[config.mk]
export PLATFORM = sky130hd
export DESIGN_NAME = shift_add_multiplier
export DESIGN_NICKNAME = d
export VERILOG_FILES = /design/src/rtl/shift_add_multiplier_pkg.sv /design/src/rtl/shift_add_multiplier_add_rc.sv /design/src/rtl/shift_add_multiplier.sv
export SDC_FILE = /design/constraint.sdc
export NUM_CORES = 1
export LEC_CHECK = 0
export CAP_MARGIN = 20
export CORE_UTILIZATION = 49
export DETAILED_ROUTE_END_ITERATION = 10
export GPL_TIMING_DRIVEN = 0
export PLACE_DENSITY = 0.77
export SKIP_CTS_REPAIR_TIMING = 1
export SYNTH_ARGS = -nofsm -noshare
export SYNTH_HDL_FRONTEND = slang
export SYNTH_SLANG_ARGS = --single-unit
[constraint.sdc]
create_clock -name clk -period 2.6 [get_ports clk]
set_input_delay 0.52 -clock clk [delete_from_list [all_inputs] [get_ports clk]]
set_output_delay 0.52 -clock clk [all_outputs]
set_load 0.03 [all_outputs]
[src/rtl/shift_add_multiplier_pkg.sv]
// shift_add_multiplier_pkg: shared state encoding and sizing constants
package shift_add_multiplier_pkg;
  localparam int DEF_WIDTH = 4;
  localparam int CNT_W = $clog2(DEF_WIDTH);
  typedef enum logic [1:0] {
    IDLE = 2'd0,
    RUN  = 2'd1,
    DONE = 2'd2
  } state_t;
endpackage

[src/rtl/shift_add_multiplier_add_rc.sv]
// add_rc: combinational ripple-carry adder built from full-adder cells
module add_rc #(
  parameter int WIDTH = 4
) (
  input  logic [WIDTH-1:0] a,
  input  logic [WIDTH-1:0] b,
  input  logic             cin,
  output logic [WIDTH-1:0] sum,
  output logic             cout
);
  logic [WIDTH:0] c;
  assign c[0] = cin;
  for (genvar i = 0; i < WIDTH; i++) begin : g_fa
    assign sum[i]   = a[i] ^ b[i] ^ c[i];
    assign c[i + 1] = (a[i] & b[i]) | (c[i] & (a[i] ^ b[i]));
  end
  assign cout = c[WIDTH];
endmodule

[src/rtl/shift_add_multiplier.sv]
// shift_add_multiplier: sequential unsigned shift-and-add multiplier with start/done handshake
module shift_add_multiplier
  import shift_add_multiplier_pkg::*;
#(
  parameter int WIDTH = DEF_WIDTH
) (
  input  logic               clk,
  input  logic               rst,
  input  logic               start,
  input  logic [WIDTH-1:0]   a,
  input  logic [WIDTH-1:0]   b,
  output logic               busy,
  output logic               done,
  output logic [2*WIDTH-1:0] product
);
  localparam int CW = $clog2(WIDTH);
  state_t state, state_n;
  logic [2*WIDTH-1:0] acc, acc_n;
  logic [WIDTH-1:0] mcand, sum;
  logic [WIDTH:0] upper;
  logic [CW-1:0] count;
  logic cout, last;
  add_rc #(.WIDTH(WIDTH)) u_add (
    .a   (acc[2*WIDTH-1:WIDTH]),
    .b   (mcand),
    .cin (1'b0),
    .sum (sum),
    .cout(cout)
  );
  always_comb begin
    last    = count == CW'(WIDTH - 1);
    upper   = acc[0] ? {cout, sum} : {1'b0, acc[2*WIDTH-1:WIDTH]};
    acc_n   = {upper, acc[WIDTH-1:1]};
    state_n = state == IDLE ? (start ? RUN : IDLE) :
              state == RUN  ? (last ? DONE : RUN) : IDLE;
    busy    = state != IDLE;
    done    = state == DONE;
  end
  always_ff @(posedge clk) begin
    if (rst) begin
      state   <= IDLE;
      acc     <= '0;
      mcand   <= '0;
      count   <= '0;
      product <= '0;
    end else begin
      state <= state_n;
      if (state == IDLE && start) begin
        mcand <= a;
        acc   <= {{WIDTH{1'b0}}, b};
        count <= '0;
      end else if (state == RUN) begin
        acc   <= acc_n;
        count <= count + 1'b1;
        if (last) product <= acc_n;
      end
    end
  end
endmodule

; ---- Word level (Yosys, flattened, before mapping)
; Index checks and enable logic that the tools add are counted.
[op_classes]
n_addsub = 1
eq_ne = 3
bitwise = 18
muxes = 7
reduce_logical = 6
[op_table]
columns = cell, count
row1 = 4-bit two-way mux, 2
row2 = 1-bit bitwise AND, 7
row3 = 1-bit XOR, 7
row4 = 2-bit two-way mux, 3
row5 = 5-bit two-way mux, 1
row6 = "2-bit == test, second input constant", 2
row7 = 2-bit nonzero test, 2
row8 = 1-bit OR, 3
row9 = 3-bit AND reduction, 1
row10 = "2-bit by 1-bit adder with 2-bit output, second input constant", 1
row11 = "2-bit by 1-bit == test with 1-bit output, second input constant", 1
row12 = 2-bit zero test, 1
row13 = 2-bit OR reduction, 1
row14 = 1-bit logical AND, 1
row15 = 1-bit two-way mux, 1
row16 = 1-bit inverter, 1
[word_totals]
wordCells = 41
regBits = 24
output_inout_bits = 10

; ---- Longest topological paths before layout
; Gate-level depths: netlist of the first run.
[logic_depth]
ltp_word = 10
ltp_mapped = 8
depth_no_buf = 8

; ---- Cells and area by module
; From an unflattened synthesis of the first run, not the netlist that was laid out.
[unflattened]
hier_cells = 121
area_unflattened_um2 = 1143.6
[by_module_without_submodules]
columns = module, n_inst, area_each_um2, seq_area_each_um2, cells_each
row1 = shift_add_multiplier, 1, 1026.0, 480.5, 107
row2 = add_rc, 1, 117.6, 0.0, 14

; ---- Least setup slack after synthesis of the first run
; No wires, ideal clock.
[synth_path]
path_kind = register -> register
from = register acc[4]
to = register product[6]
stages_incl_launch_ff = 9
setup_slack_ps = 649
arrival_ps = 1866
path_buffers = 0
period_less_slack_ps = 1951
setup_ps = 86
t_required_ps = 2514
cell_sequence = dfxtp_1 > ha_1 > inv_1 > fa_1 > inv_1 > fa_1 > fa_1 > mux2i_1 > a211oi_1
[synth_between]
elab_chain_cells = 7
[synth_lines]
columns = element, line_no
row1 = start: declaration, shift_add_multiplier.sv:18  ; logic [2*WIDTH-1:0] acc, acc_n;
row2 = start signal: assignment, shift_add_multiplier.sv:50  ; acc <= {{WIDTH{1'b0}}, b};
row3 = start signal: assignment, shift_add_multiplier.sv:53  ; acc <= acc_n;
row4 = 1-bit bitwise AND (2 in series), shift_add_multiplier_add_rc.sv:15  ; assign c[i + 1] = (a[i] & b[i]) | (c[i] & (a[i] ^ b[i]));
row5 = 1-bit OR, shift_add_multiplier_add_rc.sv:15
row6 = 1-bit bitwise AND, shift_add_multiplier_add_rc.sv:15
row7 = 1-bit OR, shift_add_multiplier_add_rc.sv:15
row8 = 1-bit XOR, shift_add_multiplier_add_rc.sv:14  ; assign sum[i] = a[i] ^ b[i] ^ c[i];
row9 = 5-bit two-way mux, shift_add_multiplier.sv:32  ; upper = acc[0] ? {cout, sum} : {1'b0, acc[2*WIDTH-1:WIDTH]};
row10 = end signal: assignment, shift_add_multiplier.sv:55  ; if (last) product <= acc_n;
row11 = end: declaration, shift_add_multiplier.sv:14  ; output logic [2*WIDTH-1:0] product
; Every way passes these cells.
; A chain may end at the register's enable or synchronous reset.

; ---- Worst setup path after layout of the first run
[layout_path]
from = register state[1]
to = output port done
[layout_between]
elab_chain_cells = 1
[layout_lines]
columns = element, line_no
row1 = start: declaration, shift_add_multiplier.sv:17  ; state_t state, state_n;
row2 = start signal: assignment, shift_add_multiplier.sv:47  ; state <= state_n;
row3 = 2-bit == test, shift_add_multiplier.sv:37  ; done = state == DONE;
row4 = end: declaration, shift_add_multiplier.sv:13  ; output logic done,
; Every way passes these cells.

==> summary.txt, run 1 <==
STA
  – Max Fclk: around 0.45 GHz
  – Endpoints failing setup: 0
  – RSZ-0062 raised after global routing: false
  – Final hold violations: 0
  – Final Critical Period: around 2.2 ns
  – Final Slew Violations: 0
  – Layout Skew: ~0.0037 ns
  – Least-Margin Pin Slew: roughly 0.46 ns
  – Fin Setup TNS: 0 ns
  – Worst rel slew slack: a little over two thirds
  – Final period utilization: between 80% and 90%

Logic synthesis
  – Synth warn: 0
  – Sequential fraction of the synthesis area: between 40 and 50%
  – Syn nets: ~130
  – Flops & latches, synth: 24
  – Distinct cell type count of the synthesized netlist: 26
  – Post-Syn Area: approximately 0.0011 sq mm
  – Syn Inst Count: 116
  – Syn Area/Cell: 9.29 sq um

Die
  – Die H: slightly below 50 um
  – CORE AREA: between 0.002 and 0.0025 sq mm
  – I/O pin total: 21
  – Rows: 16
  – DIE AREA: approximately 0.0024 sq mm
  – Die X: ~50 um
  – Starting Density: between 50% and 60%

Place
  – Detail Placement HPWL: around 1.5 mm
  – PortBufs: 19
  – Placer Congestion: ~0.8

Detailed routing
  – Drt drc: 0
  – DRT Wirelength: 2.01 mm
  – Final antenna-violating net count: 0
  – Iteration-0 DRC Markers: 10
  – Drt wl/cell: ~12 um
  – Pre-antenna DRT Iters: 5
  – Via count: ~840
  – Via density: between 5 and 6

Critical path
  – Crit path cell chain: inv_1 -> nor2_1 -> clkdlybuf4s50_1
  – WS Path Type: flop to primary output
  – Crit path required time: 2.08 ns
  – Largest stage delay on the critical path: between 0.6 and 0.7 ns
  – Worst path slowest cell: clkdlybuf4s50_1
  – Worst setup SP type: flop
  – Worst Path Arrival: 1.70 ns
  – CP Max Fanout: 7
  – Critical Path End Type: primary output

Status
  – Status: finished, final reports clean

GRT
  – Remaining Overflow, GRT: 0
  – Busiest grt layer: met2
  – Number of global-route vias before repair: ~790
  – Largest net degree at the start of global routing: 13
  – Initial antenna violation count: 0
  – Total track usage: 18.6%
  – GR Util met2: roughly 29%
  – Met3 usage: ~6.5%
  – Met1 Resource Use GR: between 20 and 25%
  – First-pass GRT wire length: between 3 and 4 mm

CTS
  – TritonCTS clock tree: built
  – H-tree depth: 1
  – Worst-Skew Late Latency: ~0.31 ns
  – Root buffer cell: clkbuf_4
  – CTS buffer count: 3
  – CTS sink cnt: 24
  – Reg clk slew, reported paths: approximately 0.12 ns
  – Maximum clock path buffer count: 2

Power
  – Switching power: ~170 uW
  – Leakage: slightly below 0.0005 uW
  – Internal power: roughly 490 uW
  – Final Power: approximately 650 uW
  – Peak VDD IR: 406 uV
  – Clk pwr share: 24.6%
  – Reg power frac: approximately three fifths
  – Comb power frac: between 10% and 20%
  – P per Cell Area: between 400 and 500 mW/mm^2
  – Net Sw Frac: 25.8%

Finish
  – Area of the multi-input gates: between 500 and 600 sq um
  – Ant. Diodes: 0
  – Area occupied by registers: roughly 480 sq um
  – Synthesis-to-layout area growth: 22.9%
  – Layout cells sized above 1: ~8.7%
  – Nets: about 160
  – Fill count: approximately 180

Flow run
  – MaxCap Viol Count: 0

Min path
  – Hold Crit Class: flop to flop
## path summary, 6_finish.rpt
| path | start | to | slack [ns] | cells after the start |
|---|---|---|---|---|
| setup / recovery | state[1] | done | 0.38 | 3 |
| hold / removal | product[0] | product[0] | 0.47 | 2 |
| setup reg to reg | acc[4] | product[6] | 0.52 | 8 |
| hold reg to reg | product[0] | product[0] | 0.47 | 2 |
## state kept, by name (all words and copies together) (netlist names)
register  flops
acc           8
count         2
mcand         4
product       8
state         2
## logic make-up after synthesis
family | share of synthesized area, %
simple gates | 17.1
compound gates | 16.3
flops | 44.6
buf+inv | 6.85
mux | 6.50
fa+ha+maj | 7.90
xor+xnor | 0.813
## cell usage after synthesis
library cell | number | share of area (%)
o2bb2ai_1 | 1 | 0.81
nand2_1 | 14 | 4.9
and2b_1 | 1 | 0.70
nor2_1 | 16 | 5.6
mux2i_1 | 7 | 6.5
ha_1 | 2 | 2.3
nor3b_4 | 1 | 1.7
a211oi_2 | 2 | 2.3
and3b_1 | 1 | 0.81
fa_1 | 3 | 5.6
dfxtp_1 | 24 | 45
o21ba_2 | 1 | 0.93
a211oi_1 | 7 | 4.9
nand3_1 | 2 | 0.93
a21oi_1 | 9 | 4.2
clkbuf_1 | 2 | 0.70
nand3b_1 | 1 | 0.70
or2_0 | 1 | 0.58
nand2b_1 | 2 | 1.2
buf_2 | 2 | 0.93
xnor2_1 | 1 | 0.81
buf_6 | 1 | 1.0
o22ai_1 | 3 | 1.7
inv_1 | 8 | 2.8
buf_4 | 2 | 1.4
o211ai_1 | 2 | 1.4
## layout make-up
type                    count  share of cell area (%)
multi-input cells          77                    39.5
flip-flops and latches     24                    36.3
repair buffers             19                    14.4
plain buffers               7                    3.31
well taps                  27                    2.55
inverters                   8                    2.27
clock buffers               3                    1.70
## power by group through the flow
stage / sequential, uW / clock, uW / combinational, uW
2_1_floorplan: 399 / 0 / 69.9
3_3_place_gp: 401 / 0 / 97.1
3_5_place_dp: 402 / 0 / 99.7
4_1_cts: 393 / 166 / 100
5_1_grt: 396 / 182 / 110
6_report: 393 / 161 / 99.7
## metrics by stage
stage / setup slack (ns) / instances / area, sq um / utilization [%] / hold WS (ns)
after floorplan: 0.649 / 116 / 1080 / - / 0.438
after global placement: 0.579 / 162 / 1300 / 64.4 / 0.444
after detailed placement: 0.528 / 162 / 1300 / 64.4 / 0.452
after CTS: 0.382 / 165 / 1320 / 65.5 / 0.470
after global routing: 0.244 / 165 / 1320 / 65.5 / 0.488
final: 0.385 / 165 / 1320 / 65.5 / 0.469
## metal layers
metal | part of all wire [%] | vias up | wire, um
met5 | 0 | - | 0
met4 | 0.95 | 0 | 19
met3 | 4.3 | 2 | 86
met2 | 48 | 16 | 954
met1 | 47 | 390 | 946
li1 | - | 434 | -
## cell usage in the layout, fill, tap and decap left out
master / Yosys / final
o2bb2ai_1: 1 / 1
or2_0: 1 / 1
clkdlybuf4s50_1: 0 / 19
o21ba_2: 1 / 1
and2b_1: 1 / 1
inv_1: 8 / 8
o211ai_1: 2 / 2
buf_2: 2 / 2
buf_4: 2 / 2
a211oi_2: 2 / 2
a21oi_1: 9 / 9
fa_1: 3 / 3
dfxtp_1: 24 / 24
buf_6: 1 / 1
nand2b_1: 2 / 2
o22ai_1: 3 / 3
mux2i_1: 7 / 7
and3b_1: 1 / 1
nand2_1: 14 / 14
xnor2_1: 1 / 1
nand3_1: 2 / 2
a211oi_1: 7 / 7
nor3b_4: 1 / 1
nand3b_1: 1 / 1
ha_1: 2 / 2
clkbuf_4: 0 / 3
nor2_1: 16 / 16
clkbuf_1: 2 / 2
## worst max-delay path: cells and delay by family, from the launching register on
| family | cells | cell delay, ns |
|---|---|---|
| simple gates | 1 | 0.12 |
| buf+inv | 2 | 0.81 |
| flops | 1 | 0.46 |
Power figures use the tool's default switching activity.
==> run 2, diff against run 1 <==
--- a/config.mk
+++ b/config.mk
@@ -9,7 +9,7 @@
 export CORE_UTILIZATION = 49
 export DETAILED_ROUTE_END_ITERATION = 10
 export GPL_TIMING_DRIVEN = 0
-export PLACE_DENSITY = 0.77
+export PLACE_DENSITY = 0.76
 export SKIP_CTS_REPAIR_TIMING = 1
 export SYNTH_ARGS = -nofsm -noshare
 export SYNTH_HDL_FRONTEND = slang
==> run 2 against run 1 <==
Non-clock buffer count is the same; clock-buffer cell count grew 1; final area grew 1.0%; global-route usage shrank 0.22 points; critical path depth is the same; setup slack gained 0.0017 ns; flip-flop and latch count is the same; critical path type unchanged; largest cell class unchanged; largest power group unchanged.
==> summary.txt, run 2 (synthesized netlist as in run 1, its figures left out) <==
Detailed routing
  – Via count: 843 (+0.12%)
  – Final antenna-violating net count: 0 (unchanged)
  – DRT Wirelength: 1.99 mm (-1.0%)
  – Drt wl/cell: 12.0 um (-1.6%)
  – Pre-antenna DRT Iters: 5 (unchanged)
  – Via density: 5.08 (-0.48%)
  – Iteration-0 DRC Markers: 14 (+4)
  – Drt drc: 0 (unchanged)

CTS
  – TritonCTS clock tree: built
  – H-tree depth: 1 (unchanged)
  – CTS sink cnt: 24 (unchanged)
  – Reg clk slew, reported paths: 0.12 ns (about the same)
  – Maximum clock path buffer count: 2 (unchanged)
  – CTS buffer count: 3 (unchanged)
  – Root buffer cell: clkbuf_4
  – Worst-Skew Late Latency: 0.31 ns (about the same)

Critical path
  – Worst Path Arrival: 1.69 ns (about the same)
  – WS Path Type: flop to primary output
  – Critical Path End Type: primary output
  – Crit path required time: 2.08 ns (about the same)
  – Worst setup SP type: flop
  – CP Max Fanout: 7 (unchanged)

Power
  – P per Cell Area: 513 mW/mm^2 (+3.8%)
  – Peak VDD IR: 359 uV (-11%)
  – Leakage: 0.000504 uW (+1.4%)

STA
  – Max Fclk: 0.452 GHz (about the same)
  – Fin Setup TNS: 0 ns (unchanged)
  – Final period utilization: 85.1% (about the same)
  – Worst rel slew slack: 69.7% (+0.33 points)
  – Endpoints failing setup: 0 (unchanged)
  – RSZ-0062 raised after global routing: false
  – Least-Margin Pin Slew: 0.455 ns (-0.00497 ns)
  – Hold slack: 0.465 ns (-0.00427 ns)
  – Final Critical Period: 2.21 ns (-0.00169 ns)
  – Final hold violations: 0 (unchanged)
  – Layout Skew: 0.00308 ns (-0.000588 ns)
  – Final Slew Violations: 0 (unchanged)

Min path
  – Hold Crit Class: flop to flop

Finish
  – Largest registers: acc: 8 flops, product: 8 flops, mcand: 4 flops
  – Commonest non-fill, non-tap cells in the layout: dfxtp_1, clkdlybuf4s50_1, nor2_1
  – Synthesis-to-layout area growth: 24.2%
  – Commonest non-fill, non-tap cell in the layout: dfxtp_1
  – Layout cells sized above 1: 9.35% (+0.66 points)
  – Nets: 156 (unchanged)
  – Ant. Diodes: 0 (unchanged)

Die
  – Starting Density: 53.3% (unchanged)
  – DIE AREA: 0.00239 sq mm (unchanged)
  – CORE AREA: 0.00202 sq mm (unchanged)
  – Rows: 16 (unchanged)
  – I/O pin total: 21 (unchanged)
  – Die H: 48.9 um (unchanged)
  – Die X: 48.9 um (unchanged)

GRT
  – Number of global-route vias before repair: 740 (-6.2%)
  – Remaining Overflow, GRT: 0 (unchanged)
  – Total track usage: 18.4% (-0.22 points)
  – Initial antenna violation count: 0 (unchanged)
  – Largest net degree at the start of global routing: 14 (+1)
  – First-pass GRT wire length: 3.39 mm (+1.2%)

Place
  – Detail Placement HPWL: 1.50 mm (+2.4%)
  – Placer Congestion: 0.798 (-0.24%)
  – PortBufs: 19 (unchanged)

Flow run
  – MaxCap Viol Count: 0 (unchanged)

Status
  – Status: finished, final reports clean
==> run 2: final timing paths <==
kind | startpoint | endpoint | slack, ns | cells past startpoint
worst max-delay path | state[1] | done | 0.39 | 3
worst min-delay path | product[4] | product[4] | 0.46 | 2
worst max register to register | acc[4] | product[6] | 0.54 | 8
worst min register to register | product[4] | product[4] | 0.46 | 2
==> run 2: area by class of cell <==
type / count / area (sq um)
fillers: 170 / 684
repair buffers: 19 / 190
plain buffers: 7 / 43.8
clock buffers: 4 / 36.3
inverters: 8 / 30.0
well taps: 27 / 33.8
flip-flops and latches: 24 / 480
multi-input cells: 77 / 523
==> run 2: through the flow <==
| stage | cell area, sq um | std cells | power [uW] | setup slack (ns) | util [%] |
|---|---|---|---|---|---|
| floorplan | 1080 | 116 | 469 | 0.649 | - |
| global placement | 1300 | 162 | 499 | 0.577 | 64.4 |
| detailed placement | 1300 | 162 | 502 | 0.546 | 64.4 |
| CTS | 1340 | 166 | 691 | 0.382 | 66.2 |
| global route | 1340 | 166 | 719 | 0.266 | 66.2 |
| finish | 1340 | 166 | 686 | 0.387 | 66.2 |
==> run 2: report_power, final <==
group	internal, uW	switching, uW
logic	48.2	50.9
clock network	85.6	108
registers	383	10.6
total	517	169
==> run 2: critical path, stage by stage (launching register included) <==
cell             delay (ns)
dfxtp_1                0.46
inv_1                  0.14
nor2_1                 0.12
clkdlybuf4s50_1        0.67
==> run 2: routing by layer <==
metal | track usage, % | share of wire, % | wire, um
met5 | 0 | 0 | 0
met4 | 5.88 | 1.2 | 24
met3 | 2.80 | 3.4 | 67
met2 | 28.9 | 47 | 931
met1 | 25.8 | 48 | 962
